==> config.mk <==
export PLATFORM = sky130hd
export DESIGN_NAME = brick_scan_collider
export DESIGN_NICKNAME = d
export VERILOG_FILES = /design/src/rtl/breakout_pkg.sv /design/src/rtl/brick_hit_check.sv /design/src/rtl/brick_scan_collider.sv
export SDC_FILE = /design/constraint.sdc
export NUM_CORES = 1
export LEC_CHECK = 0
export ABC_AREA = 1
export CAP_MARGIN = 20
export CELL_PAD_IN_SITES_DETAIL_PLACEMENT = 1
export CELL_PAD_IN_SITES_GLOBAL_PLACEMENT = 1
export CORE_MARGIN = 2
export CORE_UTILIZATION = 26
export DETAILED_ROUTE_END_ITERATION = 16
export GPL_ROUTABILITY_DRIVEN = 0
export PLACE_DENSITY_LB_ADDON = 0.15
export SETUP_SLACK_MARGIN = 0.05
export SKIP_CTS_REPAIR_TIMING = 1
export SYNTH_ARGS = -nofsm -noshare
export SYNTH_HDL_FRONTEND = slang
export SYNTH_SLANG_ARGS = --single-unit
==> constraint.sdc <==
create_clock -name clock -period 8.1 [get_ports clock]
set_input_delay 0.81 -clock clock [delete_from_list [all_inputs] [get_ports clock]]
set_output_delay 0.81 -clock clock [all_outputs]
set_load 0.05 [all_outputs]
==> src/rtl/breakout_pkg.sv <==
// Shared definitions for the breakout collision blocks: brick record layout,
// hit-kind encodings and the scan FSM states.
package breakout_pkg;

  // Brick record is {x, pad, y, colour}; colour sits at the bottom.
  localparam int COLOUR_W   = 3;
  localparam int COLOUR_LSB = 0;
  localparam int Y_LSB      = COLOUR_LSB + COLOUR_W;

  function automatic int x_lsb(input int y_w);
    return Y_LSB + y_w + 1;
  endfunction

  typedef enum logic [1:0] {
    HIT_NONE = 2'b00,
    HIT_V    = 2'b01,
    HIT_H    = 2'b10,
    HIT_DIAG = 2'b11
  } hit_kind_e;

  typedef enum logic [1:0] {
    ST_IDLE,
    ST_SCAN,
    ST_CLEAR,
    ST_DONE
  } scan_state_e;

endpackage

==> src/rtl/brick_hit_check.sv <==
// Combinational ball-versus-one-brick contact test; zero latency, no flow control.
// All edge arithmetic is one bit wider than the coordinates so wrap-around never matches.
module brick_hit_check
  import breakout_pkg::*;
#(
  parameter int X_W       = 8,
  parameter int Y_W       = 7,
  parameter int BRICK_W   = 16,
  parameter int BRICK_H   = 4,
  parameter int BALL_SIZE = 3
) (
  input  logic [X_W-1:0] ball_x,
  input  logic [Y_W-1:0] ball_y,
  input  logic           h_dir,
  input  logic           v_dir,
  input  logic [X_W-1:0] brick_x,
  input  logic [Y_W-1:0] brick_y,
  output hit_kind_e      hit_kind
);

  localparam int XE = X_W + 1;
  localparam int YE = Y_W + 1;

  logic [XE-1:0] ball_l, ball_r, ball_lo, ball_ro, brick_l, brick_r;
  logic [YE-1:0] ball_t, ball_b, ball_to, ball_bo, brick_t, brick_b;
  logic [XE-1:0] corner_x, target_x;
  logic [YE-1:0] corner_y, target_y;
  logic          x_ovl, y_ovl, diag, vert, horz;

  always_comb begin
    ball_l   = {1'b0, ball_x};
    ball_r   = ball_l + XE'(BALL_SIZE - 1);
    ball_lo  = ball_l - XE'(1);
    ball_ro  = ball_l + XE'(BALL_SIZE);
    brick_l  = {1'b0, brick_x};
    brick_r  = brick_l + XE'(BRICK_W - 1);
    ball_t   = {1'b0, ball_y};
    ball_b   = ball_t + YE'(BALL_SIZE - 1);
    ball_to  = ball_t - YE'(1);
    ball_bo  = ball_t + YE'(BALL_SIZE);
    brick_t  = {1'b0, brick_y};
    brick_b  = brick_t + YE'(BRICK_H - 1);

    x_ovl = (ball_l <= brick_r) && (ball_r >= brick_l);
    y_ovl = (ball_t <= brick_b) && (ball_b >= brick_t);

    // Leading corner of the one-pixel-expanded ball box against the facing brick corner.
    corner_x = h_dir ? ball_ro : ball_lo;
    target_x = h_dir ? brick_l : brick_r;
    corner_y = v_dir ? ball_bo : ball_to;
    target_y = v_dir ? brick_t : brick_b;
    diag     = (corner_x == target_x) && (corner_y == target_y);

    vert = x_ovl && ((ball_to == brick_b) || (ball_bo == brick_t));
    horz = y_ovl && ((ball_ro == brick_l) || (ball_lo == brick_r));

    hit_kind = HIT_NONE;
    if (diag)      hit_kind = HIT_DIAG;
    else if (vert) hit_kind = HIT_V;
    else if (horz) hit_kind = HIT_H;
  end

endmodule

==> src/rtl/brick_scan_collider.sv <==
// Per-frame brick RAM sweep + paddle test; done at start+2 (skip), start+k+3 (hit k), start+NUM_BRICKS+2 (miss).
// start is ignored while busy; zone logic is built only with BRICK_SCAN_PADDLE_ZONE_EN.
module brick_scan_collider
  import breakout_pkg::*;
#(
  parameter int X_W          = 8,
  parameter int Y_W          = 7,
  parameter int NUM_BRICKS   = 32,
  parameter int IDX_W        = 5,
  parameter int BRICK_W      = 16,
  parameter int BRICK_H      = 4,
  parameter int BALL_SIZE    = 3,
  parameter int PADDLE_W     = 20,
  parameter int BRICK_ZONE_Y = 34
) (
  input  logic               clock,
  input  logic               reset,
  input  logic               start,
  input  logic [X_W-1:0]     ball_x,
  input  logic [Y_W-1:0]     ball_y,
  input  logic               h_dir,
  input  logic               v_dir,
  input  logic [X_W-1:0]     paddle_x,
  input  logic [Y_W-1:0]     paddle_y,
  output logic [IDX_W-1:0]   brick_addr,
  input  logic [X_W+Y_W+3:0] brick_data,
  output logic               clear_we,
  output logic [IDX_W-1:0]   clear_addr,
  output logic               busy,
  output logic               done,
  output logic               brick_hit,
  output logic [IDX_W-1:0]   hit_idx,
  output logic [1:0]         hit_kind,
  output logic               paddle_hit,
  output logic [1:0]         paddle_zone
);

  localparam int XE    = X_W + 1;
  localparam int YE    = Y_W + 1;
  localparam int X_LSB = x_lsb(Y_W);

  scan_state_e       state_q, state_d;
  logic [IDX_W:0]    cnt_q, cnt_d, cnt_nxt;
  logic [X_W-1:0]    bx_q, bx_d, px_q, px_d;
  logic [Y_W-1:0]    by_q, by_d, py_q, py_d;
  logic              hd_q, hd_d, vd_q, vd_d;
  logic              brick_hit_q, brick_hit_d, paddle_hit_q, paddle_hit_d;
  logic [IDX_W-1:0]  hit_idx_q, hit_idx_d;
  hit_kind_e         hit_kind_q, hit_kind_d, kind_c;
  logic              accept, first_scan, skip, live, paddle_c;
  logic              unused_pad;

  assign unused_pad = brick_data[Y_LSB + Y_W];

  brick_hit_check #(
    .X_W(X_W), .Y_W(Y_W), .BRICK_W(BRICK_W), .BRICK_H(BRICK_H), .BALL_SIZE(BALL_SIZE)
  ) u_check (
    .ball_x  (bx_q),
    .ball_y  (by_q),
    .h_dir   (hd_q),
    .v_dir   (vd_q),
    .brick_x (brick_data[X_LSB +: X_W]),
    .brick_y (brick_data[Y_LSB +: Y_W]),
    .hit_kind(kind_c)
  );

  assign accept     = (state_q == ST_IDLE) && start;
  assign first_scan = (state_q == ST_SCAN) && (cnt_q == '0);
  assign skip       = by_q >= Y_W'(BRICK_ZONE_Y);
  assign live       = brick_data[COLOUR_LSB +: COLOUR_W] != '0;
  assign cnt_nxt    = cnt_q + (IDX_W+1)'(1);

  // Ball bottom row on the paddle row and horizontal spans overlapping.
  assign paddle_c = (({1'b0, by_q} + YE'(BALL_SIZE - 1)) == {1'b0, py_q}) &&
                    ({1'b0, bx_q} <= ({1'b0, px_q} + XE'(PADDLE_W - 1))) &&
                    (({1'b0, bx_q} + XE'(BALL_SIZE - 1)) >= {1'b0, px_q});

  always_comb begin
    state_d      = state_q;
    cnt_d        = cnt_q;
    bx_d         = bx_q;
    by_d         = by_q;
    hd_d         = hd_q;
    vd_d         = vd_q;
    px_d         = px_q;
    py_d         = py_q;
    brick_hit_d  = brick_hit_q;
    hit_idx_d    = hit_idx_q;
    hit_kind_d   = hit_kind_q;
    paddle_hit_d = paddle_hit_q;
    brick_addr   = '0;
    clear_we     = 1'b0;
    clear_addr   = '0;
    done         = 1'b0;
    case (state_q)
      ST_IDLE: begin
        if (start) begin
          bx_d         = ball_x;
          by_d         = ball_y;
          hd_d         = h_dir;
          vd_d         = v_dir;
          px_d         = paddle_x;
          py_d         = paddle_y;
          cnt_d        = '0;
          brick_hit_d  = 1'b0;
          hit_idx_d    = '0;
          hit_kind_d   = HIT_NONE;
          paddle_hit_d = 1'b0;
          state_d      = ST_SCAN;
        end
      end
      ST_SCAN: begin
        if (first_scan) paddle_hit_d = paddle_c;
        // cnt_q is the index whose record is on brick_data this cycle.
        if (skip || cnt_q == (IDX_W+1)'(NUM_BRICKS)) begin
          state_d = ST_DONE;
        end else if (live && kind_c != HIT_NONE) begin
          brick_hit_d = 1'b1;
          hit_idx_d   = cnt_q[IDX_W-1:0];
          hit_kind_d  = kind_c;
          state_d     = ST_CLEAR;
        end else begin
          cnt_d = cnt_nxt;
          if (cnt_nxt < (IDX_W+1)'(NUM_BRICKS)) brick_addr = cnt_nxt[IDX_W-1:0];
        end
      end
      ST_CLEAR: begin
        clear_we   = 1'b1;
        clear_addr = hit_idx_q;
        state_d    = ST_DONE;
      end
      ST_DONE: begin
        done    = 1'b1;
        state_d = ST_IDLE;
      end
      default: state_d = ST_IDLE;
    endcase
  end

  always_ff @(posedge clock) begin
    if (reset) begin
      state_q      <= ST_IDLE;
      cnt_q        <= '0;
      bx_q         <= '0;
      by_q         <= '0;
      hd_q         <= 1'b0;
      vd_q         <= 1'b0;
      px_q         <= '0;
      py_q         <= '0;
      brick_hit_q  <= 1'b0;
      hit_idx_q    <= '0;
      hit_kind_q   <= HIT_NONE;
      paddle_hit_q <= 1'b0;
    end else begin
      state_q      <= state_d;
      cnt_q        <= cnt_d;
      bx_q         <= bx_d;
      by_q         <= by_d;
      hd_q         <= hd_d;
      vd_q         <= vd_d;
      px_q         <= px_d;
      py_q         <= py_d;
      brick_hit_q  <= brick_hit_d;
      hit_idx_q    <= hit_idx_d;
      hit_kind_q   <= hit_kind_d;
      paddle_hit_q <= paddle_hit_d;
    end
  end

  assign busy       = (state_q == ST_SCAN) || (state_q == ST_CLEAR);
  assign brick_hit  = brick_hit_q;
  assign hit_idx    = hit_idx_q;
  assign hit_kind   = hit_kind_q;
  assign paddle_hit = paddle_hit_q;

`ifdef BRICK_SCAN_PADDLE_ZONE_EN
  logic signed [X_W+1:0] zone_ofs;
  logic [1:0]            zone_c, paddle_zone_q, paddle_zone_d;

  always_comb begin
    zone_ofs = $signed({2'b00, bx_q}) + $signed((X_W+2)'(BALL_SIZE / 2))
             - $signed({2'b00, px_q});
    zone_c = 2'd0;
    if (paddle_c) begin
      if (zone_ofs < $signed((X_W+2)'(PADDLE_W / 3)))          zone_c = 2'd0;
      else if (zone_ofs < $signed((X_W+2)'(2 * PADDLE_W / 3))) zone_c = 2'd1;
      else                                                     zone_c = 2'd2;
    end
    paddle_zone_d = paddle_zone_q;
    if (accept)          paddle_zone_d = 2'd0;
    else if (first_scan) paddle_zone_d = zone_c;
  end

  always_ff @(posedge clock) begin
    if (reset) paddle_zone_q <= 2'd0;
    else       paddle_zone_q <= paddle_zone_d;
  end

  assign paddle_zone = paddle_zone_q;
`else
  assign paddle_zone = 2'd1;
`endif

endmodule

==> summary.md, run 1 <==
| Metric | Value |
|---|---|
| Max Clock Skew | 8.63 ps |
| Period utilisation layout | 68.2% |
| Fmax | 0.181 GHz |
| Hold Violations, Final | 0 |
| Clock tree root buffer cell | clkbuf_16 |
| Post-Syn Area per Cell | 6.22 sq um |
| Hpwl dp | 14,900 um |
| Core Region | 0.0209 sq mm |
| CP endpoint kind | output port |
| Vias in the first global route | 5,967 |
| Final setup viols | 0 |
| Netlist cell types | 45 |
| Pwr dens | 263 mW/mm^2 |
| Layout area overhead | 19.9% |
| Clock-pin slew on the worst setup and hold paths | 70 ps |
| DP Area | 0.00646 sq mm |
| Row count | 53 |
| Critical path required time | 7290 ps |
| Number of antenna violations at the first check in global routing | 1 |
| Leak | 3.12 nW |
| Clock Path Buffers | 2 |
| Iteration-0 DRC Markers | 216 |
| Syn_nets | 1,005 |
| FF-to-FF path depth | 18 |
| Register area share after synthesis | 17.8% |
| WHS Path Cells | 2 |
| Fin util | 31.6% |
| Most common cell in the synthesized netlist | nand2_1 |
| Arr. time, crit path | 4720 ps |
| Synth top cells by count | 230 x nand2_1, 98 x inv_1, 89 x nor2_1, 71 x nand3_1, 67 x a21oi_1 |
| Nets | 1,060 |
| Crit path depth | 25 |
| Setup crit start kind | primary input |
| Setup Crit Path Kind | primary input to output port |
| Port Buffers | 74 |
| Worst Path Max Fanout | 6 |
| Yosys top cell by area | dfxtp_1 |
| Post-detailed-route count of antenna-violating nets | 0 |
| Status | complete, no violations |
| Congestion Overflow GR | 0 |
| Max H-tree Level | 2 |
| Post-synth top area share | 17.8% |
| Setup_tns | 0 ps |
| Vias per Instance | 4.72 |
| Largest net degree at the start of global routing | 58 |
| Die area | 0.0224 sq mm |
| EDFF count, synth | 0 |
| Routed wire length | 18,500 um |
| Design Area, Final | 0.00661 sq mm |
| Synth top area cells | dfxtp_1 18%, nand2_1 16%, ha_1 15% |
| # IOs | 78 |
| TritonCTS clock tree | done |
| GRT Total Usage | 17.6% |
| Slew Limit Fails | 0 |
| First-pass DRT Iterations | 4 |
| Mapped Area | 0.00551 sq mm |
| FFs w/ async S/R, synth | 0% |
| Max-cap violations | 0 |
| Layout cells sized above 1 | 4.88% |
| Hold slack final | 474 ps |
| Largest delay share family, worst path | simple AND/OR/NAND/NOR gates |
| Rel. slew slack | 43.1% |
| First-pass GRT wire length | 31,100 um |
| FF+latch count, synth | 49 |
| Syn Inst Count | 886 |
| Tightest Hold Check Type | flop to flop |
| Slowest CP cell | clkdlybuf4s50_1 |
| Minimum clock period | 5530 ps |
| Max incr delay on CP | 820 ps |
| Unrepaired setup endpoints after global routing | false |
| Most common cell on crit path | nand2_1 |
| Initial core utilization | 26.4% |
| Via Count | 5,743 |
| Worst-margin pin slew | 852 ps |
| Routed wire per std cell | 15.2 um |
| CTS sink cnt | 49 |
| Num CTS Buffers | 5 |
| Die X | 150 um |
| Peak supply drop | 0.134 mV |
| Die height | 150 um |
| DRC | 0 |
| Ys flop type | dfxtp_1 |
| Worst path bufs/invs | 4 |
| Yosys warns | 0 |
| Clk Latency, worst-skew pair | 300 ps |
cells in the final DEF, fill, tap and decap left out, types with 2 or more instances in the layout:
cell	instances
inv_1	98
nor3_1	6
nand4_1	22
o211ai_1	2
nand3_2	2
nor2_2	4
clkdlybuf4s50_1	74
o21ai_1	5
xnor2_1	15
nor2_4	3
nand2_1	229
o21a_1	2
conb_1	2
a21oi_1	67
xor2_1	35
clkinv_1	2
nor3b_1	2
nor2_1	89
nand3b_1	4
ha_1	65
inv_2	7
clkbuf_16	5
nand2_2	10
nand3_1	71
o21ai_0	47
nor4_1	2
nand2_4	5
dfxtp_1	49
nor3_2	2
final cells by class:
| class | count | area (sq um) |
|---|---|---|
| antenna | 1 | 2.50 |
| clock buffer | 5 | 125 |
| clock inverter | 3 | 21.3 |
| fill | 2709 | 14300 |
| inverter | 107 | 402 |
| multi-input combinational | 703 | 3990 |
| sequential | 49 | 981 |
| tap | 275 | 344 |
| timing repair buffer | 75 | 748 |
per-layer routing:
metal  part of all wire (%)  global-route usage (%)
met1                     50                    24.2
met2                     45                    28.9
met3                    3.6                    2.74
met4                    1.1                    3.62
met5                      0                       0
sequential cells by signal, indices dropped and copies added (netlist names):
| register | flops |
|---|---|
| px_q | 8 |
| cnt_q | 6 |
| paddle_hit | 1 |
| hit_kind | 2 |
| vd_q | 1 |
| hd_q | 1 |
| state_q | 2 |
| bx_q | 8 |
| brick_hit | 1 |
| py_q | 7 |
| hit_idx | 5 |
| by_q | 7 |
path summary, 6_finish.rpt:
| path | to | slack, ps | startpoint |
|---|---|---|---|
| hold reg to reg | hit_kind[1] | 470 | hit_kind[1] |
| setup reg to reg | brick_hit | 4800 | bx_q[3] |
| setup / recovery | brick_addr[4] | 2570 | brick_data[11] |
| hold / removal | hit_kind[1] | 470 | hit_kind[1] |
cells by family (layout without fill, tap and decap cells):
group           after synthesis  in the layout  synth area share, %
simple gates                458            458                 37.4
buf+inv                     134            190                 9.92
compound gates              128            128                 12.1
fa+ha+maj                    65             65                 14.8
xor+xnor                     50             50                 7.95
flops                        49             49                 17.8
other cells                   2              3                0.136
through the flow:
step / power [mW] / setup WS, ps / std cells
3_3_place_gp: 1.53 / 2520 / 1209
3_5_place_dp: 1.54 / 2520 / 1209
2_1_floorplan: 1.22 / 3680 / 886
6_report: 1.74 / 2570 / 1218
4_1_cts: 1.77 / 2490 / 1217
5_1_grt: 1.96 / 2120 / 1217
where the power goes:
part / leakage, nW / internal, mW / switching [mW]
Sequential: 0.403 / 0.296 / 0.111
Clock: 0.0702 / 0.116 / 0.108
Combinational: 2.65 / 0.401 / 0.711
worst reg2reg max path, stage by stage (launching register included):
cell	delay (ps)
dfxtp_1	830
nand2_2	180
nor2_4	190
nand2_1	80
xor2_1	180
ha_1	360
nand4_1	110
nor4_1	220
nand2_1	90
nand3_1	90
nand2_1	70
inv_1	70
nand2_2	80
nand3_4	100
nand2_4	100
nand2_4	140
nand2_4	100
nand2_1	100
a21oi_1	60
No activity file was read; power rests on OpenSTA's default activity.
==> run 2: changes to the inputs <==
clock period = 4.7 ns   (was 8.1 ns; I/O delays follow)
==> run 2 against run 1 <==
  * First-iteration DRC count fell by 29%
  * Routed wire length fell by 0.39%
  * Global-route usage is 0.40 points lower
  * Critical path depth is 3 lower
  * Worst hold slack worse by 5.2 ps
  * Via count fell by 0.94%
  * Register-to-register slack lost 3200 ps
  * Critical path type unchanged
  * Sequential share of layout area down 0.20 points
  * Worst setup slack got worse by 2100 ps
  * Count of clock-buffer cells in the layout rose by 1
  * Highest routed layer unchanged
  * Cell area increased by 1.3%
  * Final cell count is 0.33% higher
==> summary.md, run 2 (same netlist as run 1, synthesis figures left out) <==
| Metric | Value |
|---|---|
| # IOs | 78 (unchanged) |
| DRC | 0 (unchanged) |
| Crit path to | brick_addr[4] |
| Clock tree root buffer cell | clkbuf_16 |
| Setup_tns | 0 ps (unchanged) |
| Peak supply drop | 0.246 mV (+84%) |
| Status | complete, no violations |
| TritonCTS clock tree | done |
| Post-route setup slack | 449 ps (-2120 ps) |
| Port Buffers | 74 (unchanged) |
| Clock Path Buffers | 2 (unchanged) |
| Iteration-0 DRC Markers | 153 (-29%) |
| Die area | 0.0224 sq mm (unchanged) |
| Vias in the first global route | 5,760 (-3.5%) |
| R2R Setup Slk | 1610 ps (-3190 ps) |
| Routed wire length | 18,400 um (-0.39%) |
| Number of antenna violations at the first check in global routing | 1 (unchanged) |
| Vias per Instance | 4.66 (-1.3%) |
| Leak | 3.17 nW (+1.7%) |
| Hold slack final | 469 ps (-5.19 ps) |
| CP endpoint kind | output port |
| Slew Limit Fails | 0 (unchanged) |
| Post-detailed-route count of antenna-violating nets | 0 (unchanged) |
| Minimum clock period | 4250 ps |
| Crit path from | brick_data[3] |
| Largest net degree at the start of global routing | 57 (-1.7%) |
| Die height | 150 um (unchanged) |
| Clock-pin slew on the worst setup and hold paths | 70 ps (about the same) |
| FF-to-FF path depth | 19 (+1) |
| First-pass DRT Iterations | 4 (unchanged) |
| Period utilisation layout | 90.4% |
| Most common cell after layout, fill and taps aside | nand2_1 |
| Nets | 1,064 (+0.38%) |
| Num CTS Buffers | 5 (unchanged) |
| Arr. time, crit path | 3780 ps (-940 ps) |
| First-pass GRT wire length | 30,100 um (-3.1%) |
| Initial core utilization | 26.4% (unchanged) |
| Congestion Overflow GR | 0 (unchanged) |
| Fill count | 2,704 (-0.18%) |
| Max Clock Skew | 5.31 ps (-3.32 ps) |
| Reg-to-Reg Start | bx_q[1] |
| Hpwl dp | 15,100 um (+1.3%) |
| Row count | 53 (unchanged) |
| Register area | 981 sq um (unchanged) |
| Pwr dens | 459 mW/mm^2 (+74%) |
| Commonest non-fill, non-tap cells in the layout | 229 x nand2_1, 98 x inv_1, 89 x nor2_1 |
| Max-cap violations | 0 (unchanged) |
| R2R Path End | brick_hit |
| GRT Total Usage | 17.2% (-0.40 points) |
| Final setup viols | 0 (unchanged) |
| Setup crit start kind | primary input |
| Worst-margin pin slew | 841 ps (-11.4 ps) |
| Worst Path Max Fanout | 6 (unchanged) |
| Via Count | 5,689 (-0.94%) |
| Tightest Hold Check Type | flop to flop |
| Rel. slew slack | 43.9% (+0.76 points) |
| Routed wire per std cell | 15.0 um (-0.72%) |
| Unrepaired setup endpoints after global routing | false |
| Multi-input gate area | 0.00399 sq mm (unchanged) |
| Clk Latency, worst-skew pair | 300 ps (about the same) |
| Max H-tree Level | 2 (unchanged) |
| Critical path required time | 4230 ps (-3060 ps) |
| Biggest registers after layout | bx_q (8), px_q (8) |
| CTS sink cnt | 49 (unchanged) |
| Die X | 150 um (unchanged) |
| Layout cells sized above 1 | 5.71% (+0.83 points) |
| Dpl ws | 412 ps (-2110 ps) |
| Setup Crit Path Kind | primary input to output port |
| Layout area overhead | 21.5% |
| Core Region | 0.0209 sq mm (unchanged) |
| Hold Violations, Final | 0 (unchanged) |
| Fmax | 0.235 GHz |
-- run 2: cell types whose count changed in the layout (fill, tap and decap cells not counted) --
| cell | change |
|---|---|
| clkinv_2 | -1 |
| clkbuf_1 | +1 |
| clkinvlp_4 | -1 |
| clkdlybuf4s50_1 | -5 |
| bufinv_16 | +1 |
| clkinv_4 | +1 |
| inv_6 | -1 |
| buf_12 | +4 |
| buf_4 | +5 |
-- run 2: area by class of cell --
cell class                 instances  area share, %
clock buffer                       6           1.92
clock inverter                     2          0.579
timing repair buffer              79           12.2
sequential                        49           14.6
multi-input combinational        703           59.5
tap                              275           5.14
inverter                         107           6.00
antenna                            1         0.0374
-- run 2: worst min-delay path by stage --
stage / startpoint / to / slack (ps) / depth (start not counted)
2_1_floorplan: cnt_q[5] / cnt_q[5] / 470 / 2
3_3_place_gp: hit_kind[0] / hit_kind[0] / 460 / 2
3_5_place_dp: hit_kind[0] / hit_kind[0] / 460 / 2
4_1_cts: hit_kind[0] / hit_kind[0] / 470 / 2
5_1_grt: hit_kind[0] / hit_kind[0] / 500 / 2
6_report: hit_kind[0] / hit_kind[0] / 470 / 2
-- run 2: power by group --
group / internal, mW / leakage (nW) / switching, mW / total [mW]
Combinational: 0.712 / 2.69 / 1.27 / 1.99
Clock: 0.253 / 0.0811 / 0.178 / 0.431
Sequential: 0.510 / 0.403 / 0.147 / 0.657
Total: 1.48 / 3.17 / 1.60 / 3.07
-- run 2: metal layers --
metal	routed length (um)	vias to the layer above	GRT usage [%]
met1	9290	2640	23.8
li1	-	2989	-
met2	8410	52	28.5
met4	163	0	3.10
met5	0	-	0
met3	529	8	2.53
-- run 2: per-stage QoR --
step | instances | cell area, sq um | utilization (%) | power, mW
global route | 1221 | 6700 | 32.1 | 3.43
floorplan | 886 | 5510 | - | 2.11
detailed placement | 1213 | 6530 | 31.3 | 2.68
finish | 1222 | 6700 | 32.1 | 3.07
CTS | 1221 | 6700 | 32.1 | 3.14
global placement | 1213 | 6530 | 31.3 | 2.66
-- run 2: critical path, cell delays in order --
cell and delay [ps]:
clkdlybuf4s50_1 600, inv_2 70, ha_1 260, nor2_4 150
nand3_1 80, nand2_1 70, nand2_1 110, ha_1 320
inv_1 50, nor2_1 100, o21ai_0 110, o21ai_1 100
o21ai_0 110, nand2_1 90, inv_1 50, nand2_1 100
nand3_4 100, nand2_4 130, nand2_4 70, or2_4 260
nor2_1 200, buf_12 170
